==> src/rtl/debounce_sync_if.sv <==
// rtl/debounce_sync_if.sv - push-button debouncer signal bundle
//
// Purpose: groups the raw button level and the debounced outputs.
// Signals:
//   in   raw push-button level (asynchronous to clk, may bounce)
//   out  registered debounced level
//   busy registered, 1 while a candidate level change is being qualified
// Modports:
//   master  drives in, observes out/busy (button side / testbench)
//   slave   receives in, drives out/busy (debounce_sync)
interface debounce_sync_if;
   logic in;
   logic out;
   logic busy;

   modport master (output in, input out, input busy);
   modport slave  (input in, output out, output busy);
endinterface

==> src/rtl/debounce_sync.sv <==
// rtl/debounce_sync.sv - two-flop synchronizer plus four-state debounce FSM
//
// Purpose: synchronizes a bouncing push-button level into clk and only lets
// the output follow a new level after it has been held for DB_CYCLES+1
// consecutive synchronized cycles.
// Parameters:
//   DB_CYCLES  qualification length in clk cycles (1 .. 2^CNT_W-1)
//   CNT_W      qualification counter width
// Ports:
//   clk  system clock, rising edge
//   rst  asynchronous active-high reset
//   db   debounce_sync_if.slave: in (raw), out (debounced), busy
module debounce_sync #(
   parameter int DB_CYCLES = 50000,
   parameter int CNT_W     = 16
) (
   input  logic              clk,
   input  logic              rst,
   debounce_sync_if.slave    db
);

   typedef enum logic [1:0] {
      S_LOW    = 2'd0,
      S_WAIT_H = 2'd1,
      S_HIGH   = 2'd2,
      S_WAIT_L = 2'd3
   } state_t;

   localparam logic [CNT_W-1:0] CNT_LAST = CNT_W'(DB_CYCLES - 1);

   logic             ff1_q,   ff1_d;
   logic             sync_q,  sync_d;
   state_t           state_q, state_d;
   logic [CNT_W-1:0] cnt_q,   cnt_d;
   logic             out_q,   out_d;
   logic             busy_q,  busy_d;

   always_ff @(posedge clk or posedge rst) begin
      if (rst) begin
         ff1_q   <= 1'b0;
         sync_q  <= 1'b0;
         state_q <= S_LOW;
         cnt_q   <= '0;
         out_q   <= 1'b0;
         busy_q  <= 1'b0;
      end else begin
         ff1_q   <= ff1_d;
         sync_q  <= sync_d;
         state_q <= state_d;
         cnt_q   <= cnt_d;
         out_q   <= out_d;
         busy_q  <= busy_d;
      end
   end

   always_comb begin
      // Synchronizer: the only consumer of the raw input.
      ff1_d   = db.in;
      sync_d  = ff1_q;
      state_d = state_q;
      cnt_d   = cnt_q;
      out_d   = out_q;

      case (state_q)
         S_LOW: begin
            cnt_d = '0;
            if (sync_q) state_d = S_WAIT_H;
         end
         S_WAIT_H: begin
            // Falling back to the current level is checked first so an
            // abort wins over terminal count in the same cycle.
            if (!sync_q) begin
               state_d = S_LOW;
               cnt_d   = '0;
            end else if (cnt_q == CNT_LAST) begin
               state_d = S_HIGH;
               out_d   = 1'b1;
               cnt_d   = '0;
            end else begin
               cnt_d = cnt_q + CNT_W'(1);
            end
         end
         S_HIGH: begin
            cnt_d = '0;
            if (!sync_q) state_d = S_WAIT_L;
         end
         S_WAIT_L: begin
            if (sync_q) begin
               state_d = S_HIGH;
               cnt_d   = '0;
            end else if (cnt_q == CNT_LAST) begin
               state_d = S_LOW;
               out_d   = 1'b0;
               cnt_d   = '0;
            end else begin
               cnt_d = cnt_q + CNT_W'(1);
            end
         end
         default: begin
            state_d = S_LOW;
            cnt_d   = '0;
            out_d   = 1'b0;
         end
      endcase

      // busy is registered alongside the state so it tracks the wait states.
      busy_d = (state_d == S_WAIT_H) || (state_d == S_WAIT_L);
   end

   assign db.out  = out_q;
   assign db.busy = busy_q;

endmodule

==> src/flat_wrapper.sv <==
// flat-port wrapper written by rule: the top's interface ports become plain ports
module debounce_sync_flat 
#(
   parameter int DB_CYCLES = 50000,
   parameter int CNT_W     = 16
)
  (clk, rst, db_in, db_out, db_busy);
  debounce_sync_if db_i ();
  input  logic clk;
  input  logic rst;
  input wire logic [$bits(db_i.in)-1:0] db_in;
  output wire logic [$bits(db_i.out)-1:0] db_out;
  output wire logic [$bits(db_i.busy)-1:0] db_busy;
  assign db_i.in = db_in;
  assign db_out = db_i.out;
  assign db_busy = db_i.busy;
  debounce_sync #(.DB_CYCLES(DB_CYCLES), .CNT_W(CNT_W)) u_core (.clk(clk), .rst(rst), .db(db_i));
endmodule
==> config.mk <==
export PLATFORM = sky130hd
export DESIGN_NAME = debounce_sync_flat
export DESIGN_NICKNAME = d
export VERILOG_FILES = /design/src/rtl/debounce_sync_if.sv /design/src/rtl/debounce_sync.sv /design/src/flat_wrapper.sv
export SDC_FILE = /design/constraint.sdc
export NUM_CORES = 1
export LEC_CHECK = 0
export ABC_AREA = 1
export CAP_MARGIN = 40
export CORE_ASPECT_RATIO = 2
export CORE_MARGIN = 2
export CORE_UTILIZATION = 45
export CTS_CLUSTER_DIAMETER = 200
export CTS_CLUSTER_SIZE = 20
export DETAILED_ROUTE_END_ITERATION = 8
export RECOVER_POWER = 50
export SLEW_MARGIN = 15
export SYNTH_ARGS = -nofsm -noshare
export SYNTH_HDL_FRONTEND = slang
export SYNTH_SLANG_ARGS = --single-unit
==> constraint.sdc <==
create_clock -name clk -period 1.5 [get_ports clk]
set_input_delay 0.375 -clock clk [delete_from_list [all_inputs] [get_ports clk]]
set_output_delay 0.375 -clock clk [all_outputs]
set_load 0.1 [all_outputs]
-- Word-level counts from Yosys, hierarchy flattened
Cells that the tools add are included.
- add/sub/neg operators: 1
- eq/ne operators: 10
- multiplexer cells: 16
- reductions and logical operators: 5
- operators with widths (kind ; number):
    16-bit 2-to-1 mux ; 3
    16-bit case mux with 3 select lines ; 1
    16-bit by 1-bit adder with 16-bit output (second input constant) ; 1
    16-bit equality test (second input constant) ; 1
    2-bit 2-to-1 mux ; 6
    2-bit case mux with 4 select lines ; 1
    2-bit equality test (second input constant) ; 3
    2-bit by 1-bit != test with 1-bit output (second input constant) ; 3
    5-bit AND reduction ; 1
    2-bit by 1-bit equality test with 1-bit output (second input constant) ; 2
    1-bit 2-to-1 mux ; 4
    2-bit logical NOT ; 1
    2-bit != test (second input constant) ; 1
    1-bit case mux with 2 select lines ; 1
    2-bit nonzero test ; 1
    2-bit OR reduction ; 1
    1-bit logical OR ; 1
- register bits: 22
- bits of input ports: 3
- output and inout bits: 2
- logic and storage cells: 38

-- Logic depth before layout (Yosys ltp)
Gate-level depths: netlist (run 1).
- word-level depth: 6
- mapped depth: 9
- depth with buffers taken out: 9

-- Least setup slack after synthesis (run 1)
Ideal clock, no wire load.
- kind: register to register
- start: register u_core.state_q[0]
- end: register u_core.cnt_q[8]
- arrival time: 1.554 ns
- data required time: 1.420 ns
- path slack: -0.134 ns
- cell stages (with the launch flop): 6
- period minus slack after synthesis: 1.634 ns
- cells stage by stage: dfrtp_1 inv_1 nor2_2 nand2_2 buf_6 nor3_2
- cells in the longest elaborated chain, start to end: 3
- ends and longest elaborated chain (what ; line ; RTL):
    from (decl) ; debounce_sync.sv:33 ; state_t state_q, state_d;
    from (signal assigned) ; debounce_sync.sv:49 ; state_q <= state_d;
    2-bit equality test / 2-bit logical NOT (equally long branches) ; debounce_sync.sv:64 ; case (state_q)
    2-bit OR reduction (no line) ; n/a ;
    16-bit case mux with 3 select lines * ; debounce_sync.sv:64 ;
    via u_core.cnt_d[8] ; debounce_sync.sv:34 ; logic [CNT_W-1:0] cnt_q, cnt_d;
    to (signal assigned) ; debounce_sync.sv:50 ; cnt_q <= cnt_d;
    to (decl) ; debounce_sync.sv:34 ;
Mark *: on every way through the listed nets, which the timed path passes. The rest lies on a longest branch.
A chain may end at the register's enable or synchronous reset.

-- Worst setup path in the final report (run 1)
- start: register u_core.cnt_q[10]
- end: register u_core.cnt_q[11]
- cells in the longest elaborated chain, start to end: 4
- ends and longest elaborated chain (what ; line):
    16-bit by 1-bit adder with 16-bit output / 16-bit equality test (equally long branches) ; n/a
    16-bit 2-to-1 mux * ; debounce_sync.sv:75, debounce_sync.sv:91
    16-bit 2-to-1 mux, on equally long branches ; debounce_sync.sv:88, debounce_sync.sv:72
    16-bit case mux with 3 select lines * ; debounce_sync.sv:64
    via u_core.cnt_d[11] ; debounce_sync.sv:34
Marked as above.

==> results of run 1 <==
-- layout make-up --
cell class	count	share of cell area, %
clock buffers	4	3.35
multi-input cells	106	39.8
inverters	30	8.38
well taps	28	2.61
repair buffers	9	6.70
flip-flops and latches	21	39.2
-- stage by stage --
step / utilization [%] / total power, µW / setup TNS, ns / hold WS [ns]
2_1_floorplan: - / 629 / 0 / 0.331
3_3_place_gp: 51.0 / 654 / 0 / 0.336
3_5_place_dp: 51.0 / 656 / 0 / 0.337
4_1_cts: 52.8 / 1030 / 0 / 0.355
5_1_grt: 53.0 / 1060 / -0.0206 / 0.359
6_report: 53.0 / 1010 / 0 / 0.351
-- path summary, 6_finish.rpt --
check,endpoint
setup / recovery,u_core.cnt_q[11]
setup reg to reg,u_core.cnt_q[11]
hold / removal,u_core.sync_q
min in group asynchronous,u_core.cnt_q[2]
max in group asynchronous,u_core.cnt_q[13]
hold reg to reg,u_core.sync_q
-- cell families (layout without fill, tap and decap cells) --
| group | Yosys count | in the layout | share of synthesized area (%) |
|---|---|---|---|
| xor gates and xnor gates | 3 | 3 | 2.23 |
| and+or+nand+nor | 96 | 96 | 38.6 |
| buffers and inverters | 31 | 43 | 10.5 |
| adders and majority gates | 1 | 1 | 1.06 |
| AOI/OAI and AO/OA | 6 | 6 | 2.97 |
| DFF | 21 | 21 | 44.6 |
-- worst max-delay path, cell delays in order, from the launching register on --
cell     delay (ns)
dfrtp_1        0.45
nor2_1         0.16
nand3_1        0.09
nor2_1         0.15
nand2_1        0.11
nand2_4        0.12
inv_2          0.08
nand2_1        0.07
nor2_1         0.04
-- layout by cell type (no fill, tap or decap), drive strengths merged --
master / count
nor2: 41
a31oi: 1
nor3: 6
nand2: 37
dfrtp: 21
o21ai: 3
nand4: 3
xor2: 3
nand3: 9
dlygate4sd3: 2
clkbuf: 6
buf: 5
inv: 30
ha: 1
a21oi: 2
-- per-layer routing --
metal	wire, µm	GRT usage, %	vias up
met4	31	8.00	0
met2	1440	33.9	7
met3	37	1.75	2
li1	-	-	499
met5	0	0	-
met1	871	20.3	461
-- power groups by stage --
stage | combinational (µW) | sequential [µW] | clock (µW)
detailed placement | 65.6 | 590 | 0
CTS | 65.6 | 579 | 383
floorplan | 30.4 | 598 | 0
finish | 63.9 | 579 | 366
global placement | 63.7 | 590 | 0
global route | 71.6 | 580 | 408
-- sequential cells by signal (all words and copies together) (netlist names) --
| register | flops |
|---|---|
| u_core.sync_q | 1 |
| u_core.state_q | 2 |
| u_core.db.out | 1 |
| u_core.ff1_q | 1 |
| u_core.cnt_q | 16 |
-- timing repair --
item | in CTS | in global routing
gates resized for setup | 0 | 1
setup buffers | 0 | 1
setup endpoints to repair | 0 | 15
hold buffers | 0 | 0
==> impl_metrics.json, run 1 <==
{
  "die_area_um2": 3070,
  "fin_worst_skew_ns": 0.00375,
  "ys_ff_latch": 21,
  "overflow": 0,
  "dp_slack_ns": 0.0874,
  "netlist.top_cell.by_area": "dfrtp_1",
  "start_util_pct": 46.4,
  "seqPwrFrac_pct": 57.3,
  "dp_hpwl_um": 1960,
  "grt_use_total_pct": 18.9,
  "fillers": 261,
  "hold_start": "u_core.ff1_q",
  "cts_sinks": 21,
  "dpl.cell_count": 193,
  "power_leakage_uw": 0.000637,
  "detail_route.vias_per_cell": 4.89,
  "setup_viol": 0,
  "netlist_instances": 158,
  "syn_area_um2": 1180,
  "root_buffer": "clkbuf_8",
  "async_flop_share_pct": 100,
  "cts.htree.levels": 1,
  "antenna_cells": 0,
  "die_x_um": 40.2,
  "crit_fanout": 7,
  "startpoint": "u_core.cnt_q[10]",
  "grt_max_degree": 12,
  "p_switching_uw": 226,
  "seq_area_frac_synth_pct": 44.6,
  "area_growth_pct": 14.0,
  "grt_pass1_wl_um": 4110,
  "clkPwrFrac_pct": 36.3,
  "slew_headroom_pct": 59.7,
  "io_pins": 5,
  "period_share_pct": 92.2,
  "r2r_cells": 8,
  "place.gp.congestion": 0.852,
  "critPathCaptureType": "flip-flop",
  "synth_nets": 162,
  "cts.clk_slew.worst_paths_ns": 0.07,
  "port_buffers": 4,
  "avgSynthCellArea_um2": 7.46,
  "slew_viol_final": 0,
  "vias": 969,
  "hold_viol_final": 0,
  "design_area_um2": 1340,
  "reg2reg_slack_ns": 0.12,
  "status": "completed",
  "critPathArrivalTime_ns": 1.53,
  "p_sw_share_pct": 22.4,
  "yosysMostFrequentCell": "nand2_1",
  "rows": 26,
  "drtIter0Drc": 10,
  "p_int_uw": 783,
  "final_cells": 198,
  "worstPathRequired_ns": 1.65,
  "start_kind": "flip-flop",
  "max_freq_mhz": 723,
  "holdPathStages": 0,
  "synth_top_cell_area_share_pct": 44.6,
  "multiInputGateArea_um2": 534,
  "p_per_area_nw_per_um2": 751,
  "tritoncts": "done",
  "rr_startpoint": "u_core.cnt_q[10]",
  "final_nets": 175,
  "synth_edf_count": 0,
  "worst_pin_slew_ns": 0.604,
  "yosys-top-cells-count": "nand2_1 (35), nor2_1 (34), inv_1 (28)",
  "holdCritPathClass": "reg2reg",
  "layout_min_cycle_time_ns": 1.38,
  "grt_pass1_vias": 1004,
  "die_h_um": 76.4,
  "register_area_um2": 527,
  "final_layout_size_suffix_gt1_share_pct": 17.1,
  "ir_drop_mv": 0.390,
  "core_um2": 2540,
  "wl_per_cell_um": 12.0,
  "routed_wl_um": 2380,
  "cap_violations": 0,
  "synthTopCellsByArea": "dfrtp_1 (45%), nand2_1 (11%), nor2_1 (11%)",
  "placed_area_um2": 1290,
  "yosysWarnings": 0,
  "synth_cell_types": 22,
  "finalWorstSetupSlack_ns": 0.116,
  "antenna_found_initial": 0,
  "synth-main-ff-cell": "dfrtp_1",
  "insertion_delay_ns": 0.26,
  "drtAntennaViolNets": 0,
  "drtPass1Iterations": 4,
  "cts.path.max_buffers": 2,
  "critical_path_class": "reg2reg",
  "drc": 0,
  "p_comb_share_pct": 6.3,
  "cts_buffers": 3
}
Power figures use the tool's default switching activity.
==> run 2, diff against run 1 <==
--- a/config.mk
+++ b/config.mk
@@ -13,6 +13,7 @@
 export CTS_CLUSTER_DIAMETER = 200
 export CTS_CLUSTER_SIZE = 20
 export DETAILED_ROUTE_END_ITERATION = 8
+export HOLD_SLACK_MARGIN = 0.06
 export RECOVER_POWER = 50
 export SLEW_MARGIN = 15
 export SYNTH_ARGS = -nofsm -noshare
==> results of run 2 <==
No change in the layout: final DEF, timing and power equal those of run 1.
==> run 3, diff against run 2 <==
--- a/config.mk
+++ b/config.mk
@@ -15,7 +15,6 @@
 export DETAILED_ROUTE_END_ITERATION = 8
 export HOLD_SLACK_MARGIN = 0.06
 export RECOVER_POWER = 50
-export SLEW_MARGIN = 15
 export SYNTH_ARGS = -nofsm -noshare
 export SYNTH_HDL_FRONTEND = slang
 export SYNTH_SLANG_ARGS = --single-unit
==> results of run 3 <==
No change in the layout: final DEF, timing and power equal those of run 1.
==> patch (flow settings as in run 2) <==
`CNT_W` is set to 16 in 2 places; all go to 32.
--- a/src/rtl/debounce_sync.sv
+++ b/src/rtl/debounce_sync.sv
@@ -12,7 +12,7 @@
 //   db   debounce_sync_if.slave: in (raw), out (debounced), busy
 module debounce_sync #(
    parameter int DB_CYCLES = 50000,
-   parameter int CNT_W     = 16
+   parameter int CNT_W     = 32
 ) (
    input  logic              clk,
    input  logic              rst,
--- a/src/flat_wrapper.sv
+++ b/src/flat_wrapper.sv
@@ -2,7 +2,7 @@
 module debounce_sync_flat 
 #(
    parameter int DB_CYCLES = 50000,
-   parameter int CNT_W     = 16
+   parameter int CNT_W     = 32
 )
   (clk, rst, db_in, db_out, db_busy);
   debounce_sync_if db_i ();
Check against the original RTL: same outputs for any inputs over 10 cycles, from zero or initial values and one cycle with rst high; that may be too few to reach the edited logic, so the function may still have changed.
==> patch against run 2 <==
The flow now finishes with violations (negative setup slack). Total power is 81% higher. Sequential share of layout area is 7.0 points lower. Clock power is 83% higher. Non-clock buffer count is 41 higher. Synthesized cell count is 99% higher. Utilization is 8.6 points higher. Sequential cell count is 17 higher. Area after synthesis is 89% higher. Cell area is 120% higher. Via count is 120% higher. Count of clock-buffer cells in the layout is 3 higher. Routed wire length grew to 2.6 times the old value. Setup slack worse by 0.18 ns. Critical path type unchanged. Critical endpoint is now u_core.cnt_q[24]. Largest power group unchanged.
==> patch: results (changes against run 2) <==
stage	metric	value	unit	change
global_route	globalRouteMet3Util	3.88	%	was 1.75%
clock_tree	tritoncts.num_buffers	5		was 3
final_layout	layout.clock_buffers	7		was 4
global_route	grt_util_all_layers	25.1	%	was 18.9%
final_layout	proportion_of_cell_area_occupied_by_registers	32.2	%	was 39.2%
pwr	power.net_switching	0.427	mW	was 0.226 mW
final_layout	multi_input_area	0.00127	sq mm	was 534 sq um
final_layout	biggestRegsByFlops	u_core.cnt_q x32, u_core.state_q x2		was u_core.cnt_q x16, u_core.state_q x2
global_route	first_pass_grt_wire_length	9810	um	was 4110 um
routing	drt_wl_total	6140	um	was 2380 um
sta	layout_setup_ws	-0.0644	ns	was 0.116 ns
placed_design	finalWeightedCongestion	0.887		was 0.852
run_status	failed_checks	negative setup slack		
logic_synthesis	synth_fp_nets	319		was 162
routing	detailroute.via_count	2133		was 969
sta	finalSetupViolCount	24		was 0
placed_design	dp_slack	-0.0801	ns	was 0.0874 ns
placed_design	place.detailed.hpwl	4550	um	was 1960 um
sta	fin_skew	0.00589	ns	was 0.00375 ns
routing	met2RoutedLength	3660	um	was 1440 um
clock_tree	clock_latency_on_the_worst_skew_pair	0.30	ns	was 0.26 ns
run_status	outcome	finished with violations		was completed
pwr	power.share.switching	23.4	%	was 22.4%
critical_path	critical_path.max_fanout	6		was 7
logic_synthesis	yosys.cell_types.count	24		was 22
logic_synthesis	ys_seq_area_share	42.8	%	was 44.6%
pwr	power_clock	0.669	mW	was 0.366 mW
[patch: cell count changes after synthesis, moves of 7 or more]
cell                      change
sky130_fd_sc_hd__xnor2_1      +7
sky130_fd_sc_hd__nand2_1     +50
sky130_fd_sc_hd__nand3_1      +8
sky130_fd_sc_hd__nor2_1      +55
sky130_fd_sc_hd__dfrtp_1     +17
sky130_fd_sc_hd__nand4_1      +9
[patch: path summary, 6_finish.rpt]
path | from | to | depth (start not counted)
min | u_core.ff1_q | u_core.sync_q | 0
max in group asynchronous | rst | u_core.cnt_q[2] | 3
max | u_core.cnt_q[0] | u_core.cnt_q[24] | 10
min reg2reg | u_core.ff1_q | u_core.sync_q | 0
max reg2reg | u_core.cnt_q[0] | u_core.cnt_q[24] | 10
min in group asynchronous | rst | u_core.cnt_q[12] | 3
[patch: timing repair]
| item | in CTS | in global routing |
|---|---|---|
| gates cloned | 1 | 0 |
| gates resized for setup | 15 | 41 |
| setup buffers | 4 | 11 |
| setup endpoints to repair | 33 | 36 |
| pin swaps | 6 | 16 |
